===== src/rtl/mult16_pkg.sv =====
// Shared constants and types for the 16x16 sequential multiplier controller.
`default_nettype none

package mult16_pkg;

   localparam int OP_W  = 16;
   localparam int RES_W = 32;

   localparam logic [1:0] STEP_LAST = 2'd3;

   typedef enum logic [1:0] {
      IDLE = 2'd0,
      MUL  = 2'd1,
      DONE = 2'd2
   } state_t;

   // Steps 1 and 2 are the cross terms and share the same weight.
   function automatic logic [4:0] step_shift(input logic [1:0] step);
      case (step)
         2'd0:    step_shift = 5'd0;
         2'd3:    step_shift = 5'd16;
         default: step_shift = 5'd8;
      endcase
   endfunction

endpackage

`default_nettype wire


===== src/rtl/multi8bit.sv =====
// 8x8 unsigned combinational multiplier shared by the sequential controller.
`default_nettype none

module multi8bit (
   input  logic [7:0]  x,
   input  logic [7:0]  y,
   output logic [15:0] p
);

   assign p = x * y;

endmodule

`default_nettype wire


===== src/rtl/mult16_seq_ctrl.sv =====
// 16x16 multiplier time-sharing one 8x8 multiplier over four cycles.
// Optional MULT16_SIGNED_EN adds a signed_op port for two's-complement operands.
`default_nettype none

module mult16_seq_ctrl
   import mult16_pkg::*;
(
   input  logic             clk,
   input  logic             rst_n,
   input  logic             in_valid,
   output logic             in_ready,
   input  logic [OP_W-1:0]  a,
   input  logic [OP_W-1:0]  b,
   output logic             out_valid,
   input  logic             out_ready,
   output logic [RES_W-1:0] product,
   output logic             busy
`ifdef MULT16_SIGNED_EN
   ,
   input  logic             signed_op
`endif
);

   state_t            state;
   state_t            state_nxt;
   logic [1:0]        step;
   logic [OP_W-1:0]   op_a;
   logic [OP_W-1:0]   op_b;
   logic              neg;
   logic [RES_W-1:0]  acc;
   logic [RES_W-1:0]  product_r;

   logic [OP_W-1:0]   a_mag;
   logic [OP_W-1:0]   b_mag;
   logic              neg_in;
   logic [7:0]        a_byte;
   logic [7:0]        b_byte;
   logic [15:0]       pp;
   logic [RES_W-1:0]  pp_shifted;
   logic [RES_W-1:0]  sum;

`ifdef MULT16_SIGNED_EN
   // Two's-complement negation of 0x8000 yields 0x8000, which is its magnitude.
   assign a_mag  = (signed_op && a[OP_W-1]) ? (~a + 16'd1) : a;
   assign b_mag  = (signed_op && b[OP_W-1]) ? (~b + 16'd1) : b;
   assign neg_in = signed_op && (a[OP_W-1] ^ b[OP_W-1]);
`else
   assign a_mag  = a;
   assign b_mag  = b;
   assign neg_in = 1'b0;
`endif

   // step[0] picks the high byte of a, step[1] the high byte of b.
   assign a_byte = step[0] ? op_a[15:8] : op_a[7:0];
   assign b_byte = step[1] ? op_b[15:8] : op_b[7:0];

   multi8bit u_mul (
      .x (a_byte),
      .y (b_byte),
      .p (pp)
   );

   assign pp_shifted = {16'd0, pp} << step_shift(step);
   assign sum        = acc + pp_shifted;

   always_ff @(posedge clk or negedge rst_n) begin
      if (!rst_n) begin
         state <= IDLE;
      end else begin
         state <= state_nxt;
      end
   end

   always_comb begin
      state_nxt = state;
      case (state)
         IDLE:    if (in_valid)          state_nxt = MUL;
         MUL:     if (step == STEP_LAST) state_nxt = DONE;
         DONE:    if (out_ready)         state_nxt = IDLE;
         default:                        state_nxt = IDLE;
      endcase
   end

   always_ff @(posedge clk or negedge rst_n) begin
      if (!rst_n) begin
         step      <= 2'd0;
         op_a      <= '0;
         op_b      <= '0;
         neg       <= 1'b0;
         acc       <= '0;
         product_r <= '0;
      end else begin
         case (state)
            IDLE: begin
               if (in_valid) begin
                  op_a <= a_mag;
                  op_b <= b_mag;
                  neg  <= neg_in;
                  acc  <= '0;
                  step <= 2'd0;
               end
            end
            MUL: begin
               acc  <= sum;
               step <= step + 2'd1;
               if (step == STEP_LAST) begin
                  product_r <= neg ? (~sum + 32'd1) : sum;
               end
            end
            default: ;
         endcase
      end
   end

   assign in_ready  = (state == IDLE);
   assign busy      = (state != IDLE);
   assign out_valid = (state == DONE);
   assign product   = product_r;

endmodule

`default_nettype wire


===== config.mk =====
export PLATFORM = sky130hd
export DESIGN_NAME = mult16_seq_ctrl
export DESIGN_NICKNAME = d
export VERILOG_FILES = /design/src/rtl/mult16_pkg.sv /design/src/rtl/multi8bit.sv /design/src/rtl/mult16_seq_ctrl.sv
export SDC_FILE = /design/constraint.sdc
export NUM_CORES = 1
export LEC_CHECK = 0
export CORE_ASPECT_RATIO = 0.5
export CORE_UTILIZATION = 47
export CTS_CLUSTER_DIAMETER = 150
export DETAILED_ROUTE_END_ITERATION = 10
export PLACE_DENSITY = 0.66
export SYNTH_ARGS = -nofsm -noshare
export SYNTH_HDL_FRONTEND = slang
export SYNTH_SLANG_ARGS = --single-unit

===== constraint.sdc =====
create_clock -name clk -period 8.4 [get_ports clk]
set_input_delay 1.68 -clock clk [delete_from_list [all_inputs] [get_ports clk]]
set_output_delay 1.68 -clock clk [all_outputs]
set_load 0.1 [all_outputs]

==> results_dict.tcl <==
set metrics [dict create \
    finalNonFillerCells 1159 \
    first_iter_violations 391 \
    routabilityCongestion 0.892 \
    cts_tree "yes" \
    cts_resized 0 \
    netlist_top_cells_area "dfrtp_1 31%, ha_1 11%, fa_1 9.2%" \
    worst_r2r_path_depth 25 \
    slew_viol_final 0 \
    critPathMaxFanout 11 \
    synth_edf_count 0 \
    cp-start-kind "flop" \
    cts_buffer_depth 2 \
    die_h_um 94.4 \
    hold_viol_final 0 \
    yosysMostFrequentCell "dfrtp_1" \
    drive_above_1_share_pct 9.33 \
    synth_commonest_cells "100 x dfrtp_1, 88 x nor2_1, 69 x ha_1" \
    post-route-min-period_ps 7940 \
    core_um2 16600 \
    diodes 0 \
    ioPinCount 71 \
    insertion_delay_ps 360 \
    cp_slowest_stage_delay_ps 680 \
    area_delta_synth_final_pct 13.7 \
    drt-vias-per-instance 5.58 \
    drcViolationCount 0 \
    yosys.area.top_type_share_pct 31.2 \
    numCtsBuffers 9 \
    outcome "complete, no violations" \
    wl_per_cell_um 16.6 \
    hp-class "reg2reg" \
    fmaxAchievable_ghz 0.126 \
    dieWidth_um 187 \
    worstSetupPathType "reg2reg" \
    dp_cells 1145 \
    grt_overflow 0 \
    port_buffers 70 \
    crit_path_top_delay_cell "dfrtp_1" \
    holdPathStages 2 \
    antenna_found_initial 0 \
    finalSetupViolCount 0 \
    grt.total_usage_pct 23.3 \
    postCtsSetupRepairBufs 0 \
    finalCritPeriodShare_pct 94.5 \
    tightest_slew_ps 1030 \
    crit_top_cell "fa_1" \
    cp.arrival_ps 8180 \
    clock-sinks 100 \
    nNetsFinal 1071 \
    maxCapViolCount 0 \
    die-area_um2 17600 \
    slew_headroom_pct 29.0 \
    yosysWarnings 0 \
    wl_um 19200 \
    hold_buffers 0 \
    synth_area_um2 8030 \
    initial_core_util_pct 48.5 \
    antenna_left 0 \
    cts_max_level 3 \
    syn_inst 886 \
    synth_ff_type "dfrtp_1" \
    vias 6471 \
    syn-num-nets 1028 \
    end_kind "flop" \
    grt_setup_unrepaired "no" \
    tns_ps 0 \
    fp-row-count 33 \
    synth_seq_area_share_pct 31.2 \
    path_clk_slew_ps 70 \
    cts_root_buf "clkbuf_16" \
    async_flop_share_pct 100 \
    synth_cell_types 62 \
    dp_hpwl_um 14500 \
    yosys.area.top_type "dfrtp_1" \
    drt_first_pass_iters 7 \
    ys_seq_elements 100 \
    syn-mean-instance-area_um2 9.06 \
    skew_ps 8.51 \
    grt_max_degree 72 \
    first_global_vias 6355 \
    cp.required_ps 8640 \
    grt_pass1_wl_um 32400 \
]
==> sequential cells by signal (all words and copies together), names as in the netlist <==
register,flops
acc,32
product,32
op_a,16
op_b,16
state,2
step,2
==> path summary, 6_finish.rpt <==
kind,startpoint,end,slack [ps]
max reg2reg,step[1],acc[24],460
min reg2reg,product[6],product[6],480
min,product[6],product[6],480
max,step[1],acc[24],460
min in group asynchronous,rst_n,op_a[6],1240
max in group asynchronous,rst_n,product[11],5900
==> stage by stage <==
| stage | util, % | hold WS [ps] | cell area, um2 | setup WS (ps) |
|---|---|---|---|---|
| 3_3_place_gp | 53.5 | 461 | 8850 | 508 |
| 5_1_grt | 55.2 | 509 | 9130 | 14.2 |
| 2_1_floorplan | - | 474 | 8030 | 1520 |
| 3_5_place_dp | 53.5 | 470 | 8850 | 468 |
| 4_1_cts | 55.0 | 484 | 9100 | 399 |
| 6_report | 55.2 | 476 | 9130 | 459 |
==> logic make-up after synthesis <==
| family | synth area share [%] |
|---|---|
| XOR/XNOR | 3.71 |
| multiplexers | 7.37 |
| AND/OR/NAND/NOR | 16.7 |
| buffers and inverters | 5.45 |
| AO/OA/AOI/OAI | 15.6 |
| flip-flops | 31.2 |
| adder cells (fa/ha/maj) | 20.0 |
==> per-layer routing <==
metal  wire, um  share of wire, %  global-route usage (%)  up-vias
met4        227               1.2                    5.33        0
met3        873               4.5                    4.53       19
met5          0                 0                       0        -
li1           -                 -                       -     3169
met1       9610                50                    32.5     3130
met2       8480                44                    37.6      153
==> cell type report <==
type	count	area [um2]
clock buffer	12	236
clock inverter	2	13.8
fill	1493	7420
inverter	60	225
multi-input combinational	682	5130
sequential	100	2500
tap	227	284
timing repair buffer	76	743
==> critical path, delay by kind of cell (launching register included) <==
| family | cells | cell delay, ps |
|---|---|---|
| adders and majority gates | 6 | 2740 |
| AOI/OAI and AO/OA | 11 | 2220 |
| and+or+nand+nor | 5 | 1250 |
| DFF | 1 | 680 |
| muxes | 1 | 680 |
| xor gates and xnor gates | 1 | 190 |
| buffers and inverters | 1 | 40 |
==> layout by cell type, fill, tap and decap left out, types with 7 or more instances in the layout <==
cell type,synthesis,final
o21bai_1,7,7
fa_1,37,37
nand3_1,43,43
nor3_1,17,17
a21oi_1,44,44
xnor2_1,26,26
dfrtp_1,100,99
inv_1,60,60
o31ai_1,7,7
ha_1,69,69
clkbuf_16,0,9
clkdlybuf4s50_1,0,69
mux2_2,33,33
a21o_1,23,23
mux2i_1,22,14
xor2_1,8,8
nor2b_1,12,12
mux2i_2,0,8
o21ai_0,65,65
nand4_1,13,13
nor2_1,88,88
or2_2,16,16
nand2_1,68,66
buf_4,0,7
o21ai_1,8,8
Power is not shown: default switching activity piles up to over one toggle a cycle in this logic, so the estimate is an artifact.
